$ cat config.mk
export PLATFORM = sky130hd
export DESIGN_NAME = nubus_slot_bridge
export DESIGN_NICKNAME = d
export VERILOG_FILES = /design/src/rtl/nubus_pkg.sv /design/src/rtl/nubus_irq_sync.sv /design/src/rtl/nubus_slot_bridge.sv
export SDC_FILE = /design/constraint.sdc
export NUM_CORES = 1
export LEC_CHECK = 0
export BUFFER_PORTS_ARGS = -buffer_cell sky130_fd_sc_hd__buf_2
export CAP_MARGIN = 20
export CORE_MARGIN = 4
export CORE_UTILIZATION = 35
export CTS_CLUSTER_SIZE = 14
export DETAILED_ROUTE_END_ITERATION = 12
export GPL_ROUTABILITY_DRIVEN = 0
export GPL_TIMING_DRIVEN = 0
export SLEW_MARGIN = 20
export SYNTH_ARGS = -nofsm -noshare
export SYNTH_HDL_FRONTEND = slang
export SYNTH_SLANG_ARGS = --single-unit
$ cat constraint.sdc
create_clock -name clk -period 3 [get_ports clk]
set_input_delay 0.45 -clock clk [delete_from_list [all_inputs] [get_ports clk]]
set_output_delay 0.45 -clock clk [all_outputs]
set_load 0.005 [all_outputs]
$ cat src/rtl/nubus_pkg.sv
// Shared types and the address-window decode for the NuBus slot bridge.
package nubus_pkg;

    typedef enum logic [2:0] {
        IDLE = 3'd0,
        SEL  = 3'd1,
        ACK  = 3'd2,
        BERR = 3'd3,
        REL  = 3'd4
    } nubus_state_t;

    localparam logic [3:0] NUBUS_STD_PREFIX = 4'hF;

    // Standard space $Fsxx_xxxx or super-slot space $sxxx_xxxx.
    function automatic logic slot_window_hit(input logic [31:0] addr, input logic [3:0] slot);
        return (addr[31:24] == {NUBUS_STD_PREFIX, slot}) || (addr[31:28] == slot);
    endfunction

endpackage

$ cat src/rtl/nubus_irq_sync.sv
// Two-flop synchroniser for the card's active-low interrupt request; idles high.
module nubus_irq_sync (
    input  logic clk,
    input  logic reset,
    input  logic d,
    output logic q
);

    logic meta_reg;
    logic sync_reg;

    always_ff @(posedge clk or posedge reset) begin
        if (reset) begin
            meta_reg <= 1'b1;
            sync_reg <= 1'b1;
        end else begin
            meta_reg <= d;
            sync_reg <= meta_reg;
        end
    end

    assign q = sync_reg;

endmodule

$ cat src/rtl/nubus_slot_bridge.sv
// 68k bus to single NuBus slot bridge: window decode, card strobes, ack/timeout
// handling back to the CPU, and the synchronised slot interrupt.
module nubus_slot_bridge
    import nubus_pkg::*;
#(
    parameter logic [3:0] SLOT_ID = 4'h9,
    parameter int         TIMEOUT = 255
) (
    input  logic        clk,
    input  logic        reset,
    input  logic [31:0] cpu_addr,
    input  logic        cpu_as_n,
    input  logic        cpu_rw_n,
    input  logic        cpu_uds_n,
    input  logic        cpu_lds_n,
    input  logic [15:0] cpu_dout,
    output logic [15:0] cpu_din,
    output logic        cpu_dtack_n,
    output logic        cpu_berr_n,
    output logic        slot_hit,
    output logic        slot_select,
    output logic [31:0] slot_addr,
    output logic [15:0] slot_data_out,
    output logic [1:0]  slot_uds_lds,
    output logic        slot_rw_n,
    input  logic [15:0] slot_data_in,
    input  logic        slot_ack_n,
    input  logic        slot_nmrq_n,
    output logic        slot_irq_n,
    output logic        busy
);

    localparam logic [7:0] TIMEOUT_VAL = 8'(TIMEOUT);

    nubus_state_t state_reg;
    logic [7:0]   count_reg;
    logic         select_reg;
    logic [31:0]  addr_reg;
    logic [15:0]  data_out_reg;
    logic [1:0]   uds_lds_reg;
    logic         rw_n_reg;
    logic [15:0]  din_reg;
    logic         dtack_n_reg;
    logic         berr_n_reg;

    assign slot_hit = !cpu_as_n && slot_window_hit(cpu_addr, SLOT_ID);

    always_ff @(posedge clk or posedge reset) begin
        if (reset) begin
            state_reg    <= IDLE;
            count_reg    <= 8'd0;
            select_reg   <= 1'b0;
            addr_reg     <= 32'd0;
            data_out_reg <= 16'd0;
            uds_lds_reg  <= 2'b00;
            rw_n_reg     <= 1'b1;
            din_reg      <= 16'd0;
            dtack_n_reg  <= 1'b1;
            berr_n_reg   <= 1'b1;
        end else begin
            case (state_reg)
                IDLE: begin
                    if (slot_hit) begin
                        state_reg    <= SEL;
                        select_reg   <= 1'b1;
                        count_reg    <= 8'd0;
                        // Both windows alias onto the same 24-bit card space.
                        addr_reg     <= {8'h00, cpu_addr[23:0]};
                        data_out_reg <= cpu_dout;
                        uds_lds_reg  <= {~cpu_uds_n, ~cpu_lds_n};
                        rw_n_reg     <= cpu_rw_n;
                    end
                end
                SEL: begin
                    // Priority: CPU abort, then card ack, then timeout.
                    if (cpu_as_n) begin
                        state_reg  <= REL;
                        select_reg <= 1'b0;
                    end else if (!slot_ack_n) begin
                        state_reg   <= ACK;
                        dtack_n_reg <= 1'b0;
                        if (rw_n_reg) begin
                            din_reg <= slot_data_in;
                        end
                    end else if (count_reg == TIMEOUT_VAL) begin
                        state_reg  <= BERR;
                        berr_n_reg <= 1'b0;
                    end else if (count_reg != 8'hFF) begin
                        count_reg <= count_reg + 8'd1;
                    end
                end
                ACK: begin
                    if (cpu_as_n) begin
                        state_reg   <= REL;
                        select_reg  <= 1'b0;
                        dtack_n_reg <= 1'b1;
                    end
                end
                BERR: begin
                    if (cpu_as_n) begin
                        state_reg  <= REL;
                        select_reg <= 1'b0;
                        berr_n_reg <= 1'b1;
                    end
                end
                REL: begin
                    // Hold off any new cycle until the card lets go of ack.
                    if (slot_ack_n) begin
                        state_reg <= IDLE;
                    end
                end
                default: state_reg <= IDLE;
            endcase
        end
    end

    assign slot_select   = select_reg;
    assign slot_addr     = addr_reg;
    assign slot_data_out = data_out_reg;
    assign slot_uds_lds  = uds_lds_reg;
    assign slot_rw_n     = rw_n_reg;
    assign cpu_din       = din_reg;
    assign cpu_dtack_n   = dtack_n_reg;
    assign cpu_berr_n    = berr_n_reg;
    assign busy          = (state_reg != IDLE);

    nubus_irq_sync u_irq_sync (
        .clk   (clk),
        .reset (reset),
        .d     (slot_nmrq_n),
        .q     (slot_irq_n)
    );

endmodule

==> metrics.csv, run 1 <==
metric;value;unit
setup_viol;0;
drtPass1Iterations;4;
synth_top_family_by_area;multiplexers;
irDropWorstVdd;0.283;mV
crit_type;register to register;
cts-root-buf;clkbuf_8;
p_leak;0.00219;uW
vias_per_cell;4.73;
rows;34;
ys_seq_elements;75;
relSlewSlack;48.6;%
postSynthCellCount;234;
cts_sinks;75;
die_h;104;um
synth_flop_cell;dfrtp_1;
cts_resized;0;
rsz0062_at_grt;no;
antennaDiodeCount;0;
post-route-period-util;72.2;%
nNetsFinal;461;
synth.avg_cell_area;13.7;um2
synth-simple-area-share;7.88;%
ctsHoldBuffers;0;
drcViolationCount;0;
synth_xor_area_share;0.273;%
grt_max_degree;52;
outcome;completed;
largest_reg_flops;24;
port_buffers;135;
p_per_area;624;mW/mm2
whs;0.0755;ns
yosysWarnings;0;
synth_compound_area_share;6.79;%
worstPathArrival;2.39;ns
dp_hpwl;5.23;mm
core_area;0.00881;mm2
drt_iter0_drc;59;
place_inst;485;
synth_edf_count;0;
synthMuxAreaShare;20.6;%
finish.utilization;48.3;%
startpoint_type;register;
final_layout_size_suffix_gt1_share;59.8;%
ant_nets;0;
critPathCaptureType;register;
max-cap-violations;0;
tightest_slew;0.771;ns
clock_latency;0.34;ns
grt_pass1_vias;2491;
routedWlPerCell;14.1;um
ios;145;
overflow;0;
grt_first_pass_wirelength;12.0;mm
slew_viol_final;0;
htreeDepth;3;
area_growth;32.6;%
vias;2371;
synth.distinct_cells;48;
n_fill_cell;826;
die-area;0.0108;mm2
period_minus_slack;2.17;ns
routed_wl;7.06;mm
crit_fanout;10;
hold_viol;0;
yosys.area_share.adder;0.390;%
synthArstFlopShare;100;%
post_cts_buffers;0;
die_w;104;um
fin_skew;0.00915;ns
cts_tree;done;
worstPathRequired;3.22;ns
start_util;36.4;%
stdcell_count;501;
clock.fmax;462;MHz
hold_class;input port to async pin;
clk_path_buf_depth;2;
antenna_found_initial;0;
grt_util_all_layers;13.6;%
cts_made_buffers;9;
syn_area;0.00321;mm2
clkTransAtPathRegs;0.08;ns
ys_seq_area_share;58.7;%
[worst max-delay path, cell delays in order (launching register included)]
cell and delay (ns):
dfrtp_1 0.38, buf_6 0.13, or3_1 0.39, or2_1 0.25, buf_6 0.14, nor2_4 0.12, buf_6 0.18, buf_8 0.15
mux2_4 0.30
[per-layer routing]
layer | GRT usage (%) | part of all wire (%) | wire length, um | up-vias
li1 | - | - | - | 1132
met1 | 16.0 | 41 | 2890 | 1135
met2 | 21.8 | 47 | 3290 | 95
met3 | 6.65 | 11 | 779 | 9
met4 | 4.56 | 1.3 | 95 | 0
met5 | 0 | 0 | 0 | -
[cell usage in the layout, fill, tap and decap left out, types with 2 or more instances in the layout]
master | Yosys | final
buf_2 | 1 | 136
dfrtp_1 | 70 | 70
mux2_2 | 55 | 55
buf_4 | 11 | 11
clkbuf_8 | 0 | 10
o21ai_0 | 8 | 8
conb_1 | 1 | 8
nand2_1 | 7 | 7
nand3_1 | 6 | 6
nor2_1 | 6 | 6
o211ai_1 | 6 | 6
dfstp_2 | 5 | 5
inv_1 | 5 | 4
clkbuf_1 | 2 | 3
buf_6 | 3 | 3
a21oi_1 | 3 | 3
and2_1 | 3 | 3
o22ai_1 | 3 | 3
nand4_1 | 2 | 2
or3_1 | 2 | 2
nand3b_1 | 2 | 2
o31ai_1 | 2 | 2
mux2_4 | 2 | 2
or3b_2 | 2 | 2
or4_1 | 2 | 2
o41a_1 | 2 | 2
clkinvlp_4 | 0 | 2
[cells in the mapped netlist, types with 2 or more instances]
| cell | number | area share [%] |
|---|---|---|
| nand4_1 | 2 | 0.39 |
| a21oi_1 | 3 | 0.47 |
| buf_6 | 3 | 1.1 |
| o22ai_1 | 3 | 0.59 |
| clkbuf_1 | 2 | 0.23 |
| or3b_2 | 2 | 0.55 |
| o31ai_1 | 2 | 0.47 |
| nand3b_1 | 2 | 0.47 |
| mux2_2 | 55 | 19 |
| nand2_1 | 7 | 0.82 |
| o41a_1 | 2 | 0.70 |
| o21ai_0 | 8 | 1.2 |
| buf_4 | 11 | 2.6 |
| nand3_1 | 6 | 0.94 |
| dfstp_2 | 5 | 4.1 |
| nor2_1 | 6 | 0.70 |
| dfrtp_1 | 70 | 55 |
| or3_1 | 2 | 0.39 |
| mux2_4 | 2 | 0.94 |
| inv_1 | 5 | 0.59 |
| and2_1 | 3 | 0.59 |
| or4_1 | 2 | 0.47 |
| o211ai_1 | 6 | 1.4 |
[power breakdown]
part	internal [uW]	total [uW]	leakage (uW)	switching, uW
Sequential	1230	1370	0.000945	134
Clock	326	708	0.0000859	382
Combinational	342	578	0.00116	237
[per-stage QoR]
| step | setup TNS, ns | cell area (um2) | setup WS [ns] | power, uW |
|---|---|---|---|---|
| 2_1_floorplan | 0 | 3230 | 0.648 | 1670 |
| 3_3_place_gp | -21.35 | 4040 | -0.308 | 1950 |
| 3_5_place_dp | 0 | 4070 | 0.821 | 1980 |
| 4_1_cts | 0 | 4250 | 0.811 | 2700 |
| 5_1_grt | 0 | 4250 | 0.728 | 2840 |
| 6_report | 0 | 4250 | 0.834 | 2650 |
[cells by family after synthesis]
kind of cell	after synthesis
muxes	58
other	1
DFF	75
buffers and inverters	24
xor gates and xnor gates	1
adders and majority gates	1
AOI/OAI and AO/OA	32
and+or+nand+nor	42
[final cells by class]
cell class | instances | area [um2] | share of cell area [%]
inverter | 5 | 21.3 | 0.500
clock inverter | 5 | 37.5 | 0.883
multi-input combinational | 142 | 1180 | 27.8
timing repair buffer | 136 | 703 | 16.5
tap | 108 | 135 | 3.18
sequential | 75 | 1880 | 44.3
buffer | 19 | 149 | 3.50
clock buffer | 11 | 141 | 3.33
[final timing paths]
path                                      from  cells after the start                  end  slack [ns]
max in group asynchronous                reset                      3           cpu_berr_n        2.32
min in group clk                   slot_nmrq_n                      1  u_irq_sync.meta_reg        0.21
hold / removal                           reset                      2        slot_addr[13]        0.08
setup / recovery                  state_reg[1]                      8     slot_data_out[0]        0.83
setup reg to reg                  state_reg[1]                      8     slot_data_out[0]        0.83
hold reg to reg            u_irq_sync.meta_reg                      0         u_irq_sync.q        0.36
Power figures use the tool's default switching activity.
==> run 2, diff against run 1 <==
==> constraint.sdc (replaced) <==
create_clock -name clk -period 2.2 [get_ports clk]
set_input_delay 0.33 -clock clk [delete_from_list [all_inputs] [get_ports clk]]
set_output_delay 0.33 -clock clk [all_outputs]
set_load 0.005 [all_outputs]
==> run 2 against run 1 <==
- global-route usage grew 0.71 points
- critical path depth is 1 lower
- combinational power rose by 39%
- setup slack worse by 0.75 ns
- sequential share of layout area down 1.7 points
- worst hold slack gained 0.014 ns
- routed wire length up 6.2%
- count of clock-buffer cells in the layout up 1
- maximum frequency grew 2.4%
- largest power group unchanged
==> metrics.csv, run 2 (synthesis results as in run 1) <==
metric;value;unit;change
ff2ff_path_depth;7;;-1
grt_util_all_layers;14.3;%;+0.71 points
clk_path_buf_depth;2;;unchanged
vias;2438;;+2.8%
period_minus_slack;2.11;ns;-0.0512 ns
worstPathRequired;2.43;ns;-0.79 ns
relSlewSlack;51.3;%;+2.7 points
max-cap-violations;0;;unchanged
antenna_found_initial;0;;unchanged
start_util;36.4;%;unchanged
setup_viol;0;;unchanged
cts_tree;done;;
routedWlPerCell;14.7;um;+4.5%
drt_iter0_drc;63;;+6.8%
stdcell_count;509;;+1.6%
slew_viol_final;0;;unchanged
drtPass1Iterations;4;;unchanged
critPathCaptureType;register;;
post-route-period-util;96.1;%;+24 points
routed_wl;7.50;mm;+6.2%
grt_max_degree;30;;-42%
ctsHoldBuffers;0;;unchanged
crit_fanout;7;;-3
drcViolationCount;0;;unchanged
cts_sinks;75;;unchanged
tightest_slew;0.730;ns;-0.0404 ns
antennaDiodeCount;0;;unchanged
p_leak;0.00226;uW;+3.4%
largest_reg_flops;24;;unchanged
rsz0062_at_grt;yes;;
die_w;104;um;unchanged
port_buffers;135;;unchanged
cts_made_buffers;9;;unchanged
place_inst;486;;+0.21%
crit_type;register to register;;
final_layout_size_suffix_gt1_share;61.3;%;+1.6 points
overflow;0;;unchanged
core_area;0.00881;mm2;unchanged
hold_class;input port to async pin;;
hold_viol;0;;unchanged
grt_pass1_vias;2521;;+1.2%
htreeDepth;3;;unchanged
power.total;3880;uW;+46%
clock_latency;0.34;ns;about the same
grt_first_pass_wirelength;12.6;mm;+4.5%
area_growth;37.9;%;
startpoint_type;register;;
outcome;completed;;
ios;145;;unchanged
finish.utilization;50.2;%;+1.9 points
dp_hpwl;5.59;mm;+7.0%
fin_skew;0.00889;ns;-0.000261 ns
cts-root-buf;clkbuf_8;;
rows;34;;unchanged
clock.fmax;473;MHz;+2.4%
mostFrequentLayoutCell;buf_2;;
layout_common_cells;137 x buf_2, 70 x dfrtp_1, 55 x mux2_2, 14 x buf_4, 11 x clkbuf_8;;
vias_per_cell;4.79;;+1.2%
p_per_area;879;mW/mm2;+41%
worstPathArrival;2.34;ns;-0.05 ns
die_h;104;um;unchanged
ant_nets;0;;unchanged
clkTransAtPathRegs;0.08;ns;about the same
die-area;0.0108;mm2;unchanged
irDropWorstVdd;0.428;mV;+51%
nNetsFinal;469;;+1.7%
[run 2: per-stage QoR]
step | TNS [ns] | hold slack [ns] | setup WS, ns | cell area (um2)
after floorplan | 0 | 0.334 | 0.171 | 3240
after global placement | 0 | 0.345 | 0.0553 | 4050
after detailed placement | 0 | 0.349 | 0.0413 | 4090
after CTS | 0 | 0.0724 | 0.0192 | 4320
after global routing | -0.0921 | 0.0659 | -0.0149 | 4420
final | 0 | 0.0891 | 0.0853 | 4420
[run 2: what timing repair did]
action                     4_1_cts  5_1_grt
buffers inserted                 0        7
setup endpoints to repair        0       43
gates resized for setup          0        9
[run 2: worst max-delay path: stages, from the launching register on]
cell	delay [ns]
dfrtp_1	0.38
buf_6	0.12
or3_4	0.38
or2_4	0.28
nor2_4	0.26
buf_8	0.16
buf_8	0.12
mux2_4	0.29
[run 2: final cells by class]
| cell class | count | area [um2] |
|---|---|---|
| Buffer | 18 | 153 |
| Fill cell | 822 | 4390 |
| Clock buffer | 12 | 155 |
| Inverter | 5 | 22.5 |
| Clock inverter | 4 | 72.6 |
| Multi-Input combinational cell | 142 | 1200 |
| Tap cell | 108 | 135 |
| Sequential cell | 75 | 1880 |
| Timing Repair Buffer | 145 | 798 |
[run 2: metal layers]
metal	part of all wire, %	global-route usage (%)	up-vias
met2	48	22.9	98
met1	42	17.5	1180
met3	9.0	5.66	12
met5	0	0	-
met4	1.5	5.41	0
li1	-	-	1148
[run 2: final timing paths]
kind,endpoint,slack [ns],from
hold reg to reg,u_irq_sync.q,0.36,u_irq_sync.meta_reg
min in group clk,u_irq_sync.meta_reg,0.09,slot_nmrq_n
max in group asynchronous,cpu_berr_n,1.48,reset
setup / recovery,slot_data_out[0],0.09,state_reg[1]
setup reg to reg,slot_data_out[0],0.09,state_reg[1]
hold / removal,slot_addr[11],0.09,reset
[run 2: where the power goes]
part	leakage (uW)	total [uW]	switching (uW)	internal, uW
Combinational	0.00120	806	328	478
Sequential	0.000945	1870	183	1680
Clock	0.000113	1210	510	700
Total	0.00226	3880	1020	2860
==> run 3, diff against run 2 <==
--- a/config.mk
+++ b/config.mk
@@ -7,6 +7,7 @@
 export LEC_CHECK = 0
 export BUFFER_PORTS_ARGS = -buffer_cell sky130_fd_sc_hd__buf_2
 export CAP_MARGIN = 20
+export CORE_ASPECT_RATIO = 2
 export CORE_MARGIN = 4
 export CORE_UTILIZATION = 35
 export CTS_CLUSTER_SIZE = 14
==> run 3 against run 2 <==
- first-iteration DRC count increased by 130%
- non-clock buffer count increased by 1
- worst hold slack got worse by 0.063 ns
- power increased by 8.9%
- clock power increased by 28%
==> metrics.csv, run 3 (synthesis results as in run 1) <==
metric;value;unit;change
rrSetupSlack;0.08;ns;about the same
cts_made_buffers;9;;unchanged
dp_slack;-0.0149;ns;-0.0562 ns
fin_skew;0.00801;ns;-0.000883 ns
worstPathArrival;2.33;ns;about the same
routedWlPerCell;15.8;um;+7.1%
outcome;completed;;
rows;49;;+44%
relSlewSlack;51.2;%;-0.097 points
grt_pass1_vias;2489;;-1.3%
cts_tree;done;;
tightest_slew;0.732;ns;+0.00145 ns
grt_max_degree;34;;+13%
core_area;0.00895;mm2;+1.6%
irDropWorstVdd;0.577;mV;+35%
drt_iter0_drc;146;;+130%
startpoint;state_reg[1];;
cts_sinks;75;;unchanged
vias;2424;;-0.57%
post-route-period-util;96.5;%;+0.33 points
stdcell_count;504;;-0.98%
die_w;75.7;um;-27%
start_util;35.8;%;-0.59 points
dp_hpwl;6.19;mm;+11%
p_leak;0.00230;uW;+1.5%
setup_slack;0.0780;ns;-0.00726 ns
antenna_found_initial;0;;unchanged
clock_latency;0.33;ns;about the same
startpoint_type;register;;
whs;0.0257;ns;-0.0634 ns
clock.fmax;471;MHz;-0.34%
p_per_area;939;mW/mm2;+6.9%
crit_type;register to register;;
clkTransAtPathRegs;0.06;ns;-0.02 ns
mostFrequentLayoutCell;buf_2;;
place_inst;480;;-1.2%
finish.utilization;50.3;%;+0.15 points
cts-root-buf;clkbuf_16;;
area_growth;40.6;%;
critPathCaptureType;register;;
ff2ff_path_depth;8;;+1
ios;145;;unchanged
routed_wl;7.95;mm;+6.0%
max-cap-violations;0;;unchanged
timing.rr.start;state_reg[1];;
ant_nets;0;;unchanged
setup_viol;0;;unchanged
worstPathRequired;2.41;ns;-0.02 ns
overflow;0;;unchanged
crit_fanout;7;;unchanged
antennaDiodeCount;0;;unchanged
timing.rr.end;slot_data_out[9];;
port_buffers;135;;unchanged
hold_viol;0;;unchanged
die_h;143;um;+38%
grt_first_pass_wirelength;12.4;mm;-1.1%
final_layout_size_suffix_gt1_share;61.2;%;-0.15 points
drcViolationCount;0;;unchanged
largest_reg_flops;24;;unchanged
nNetsFinal;470;;+0.21%
slew_viol_final;0;;unchanged
clk_path_buf_depth;2;;unchanged
drtPass1Iterations;4;;unchanged
htreeDepth;3;;unchanged
finalSetupTns;0;ns;unchanged
layout_common_cells;136 x buf_2, 69 x dfrtp_1, 55 x mux2_2, 18 x buf_4, 9 x clkbuf_16;;
die-area;0.0108;mm2;+0.86%
grt_util_all_layers;15.4;%;+1.1 points
hold_class;input port to async pin;;
vias_per_cell;4.81;;+0.41%
period_minus_slack;2.12;ns;+0.00726 ns
==> run 3: changes by cell type in the layout (fill, tap and decap cells not counted), sizes merged <==
cell	change
clkbuf	-4
buf	+3
clkinvlp	+1
inv	+1
==> run 3: how the worst max path moves through the flow <==
stage	endpoint	slack [ns]	cells past startpoint
global route	slot_data_out[9]	-0.001	8
finish	slot_data_out[9]	0.08	8
CTS	slot_data_out[15]	-0.003	7
detailed placement	slot_data_out[0]	-0.01	8
global placement	slot_data_out[0]	-0.009	8
floorplan	slot_data_out[0]	0.17	8
==> run 3: power by group <==
group          switching, uW  internal (uW)  leakage (uW)  total (uW)
registers                179           1690      0.000944        1860
clock network            558            995      0.000149        1550
logic                    335            478       0.00120         812
total                   1070           3160       0.00230        4230
==> run 3: routing by layer <==
layer  wire (um)  track usage, %  up-vias
met5           0               0        -
met4         228            7.10        0
met3         397            3.99       14
met2        4680            27.7       83
met1        2650            16.0     1175
li1            -               -     1152
==> run 3: layout make-up <==
cell class / count / area [um2]
fill: 823 / 4450
clock buffer: 10 / 229
clock inverter: 6 / 88.8
timing repair buffer: 146 / 808
buffer: 18 / 153
multi-input combinational: 142 / 1190
sequential: 75 / 1880
tap: 102 / 128
inverter: 5 / 22.5
==> run 3: timing repair <==
action,4_1_cts,5_1_grt
endpoints found under the setup margin,2,52
gates resized for setup,2,3
setup buffers,2,7
hold buffers,0,0
pin swaps,1,2
==> run 3: stage by stage <==
step | power [uW] | instance area (um2)
2_1_floorplan | 2280 | 3240
3_3_place_gp | 2670 | 4040
3_5_place_dp | 2710 | 4080
4_1_cts | 4300 | 4450
5_1_grt | 4490 | 4510
6_report | 4230 | 4510
==> run 3: critical path, stage by stage (launching register included) <==
cell,delay [ns]
dfrtp_1,0.37
buf_6,0.14
or3_4,0.38
or2_1,0.23
buf_6,0.14
nor2_4,0.15
buf_8,0.16
buf_12,0.11
mux2_2,0.33
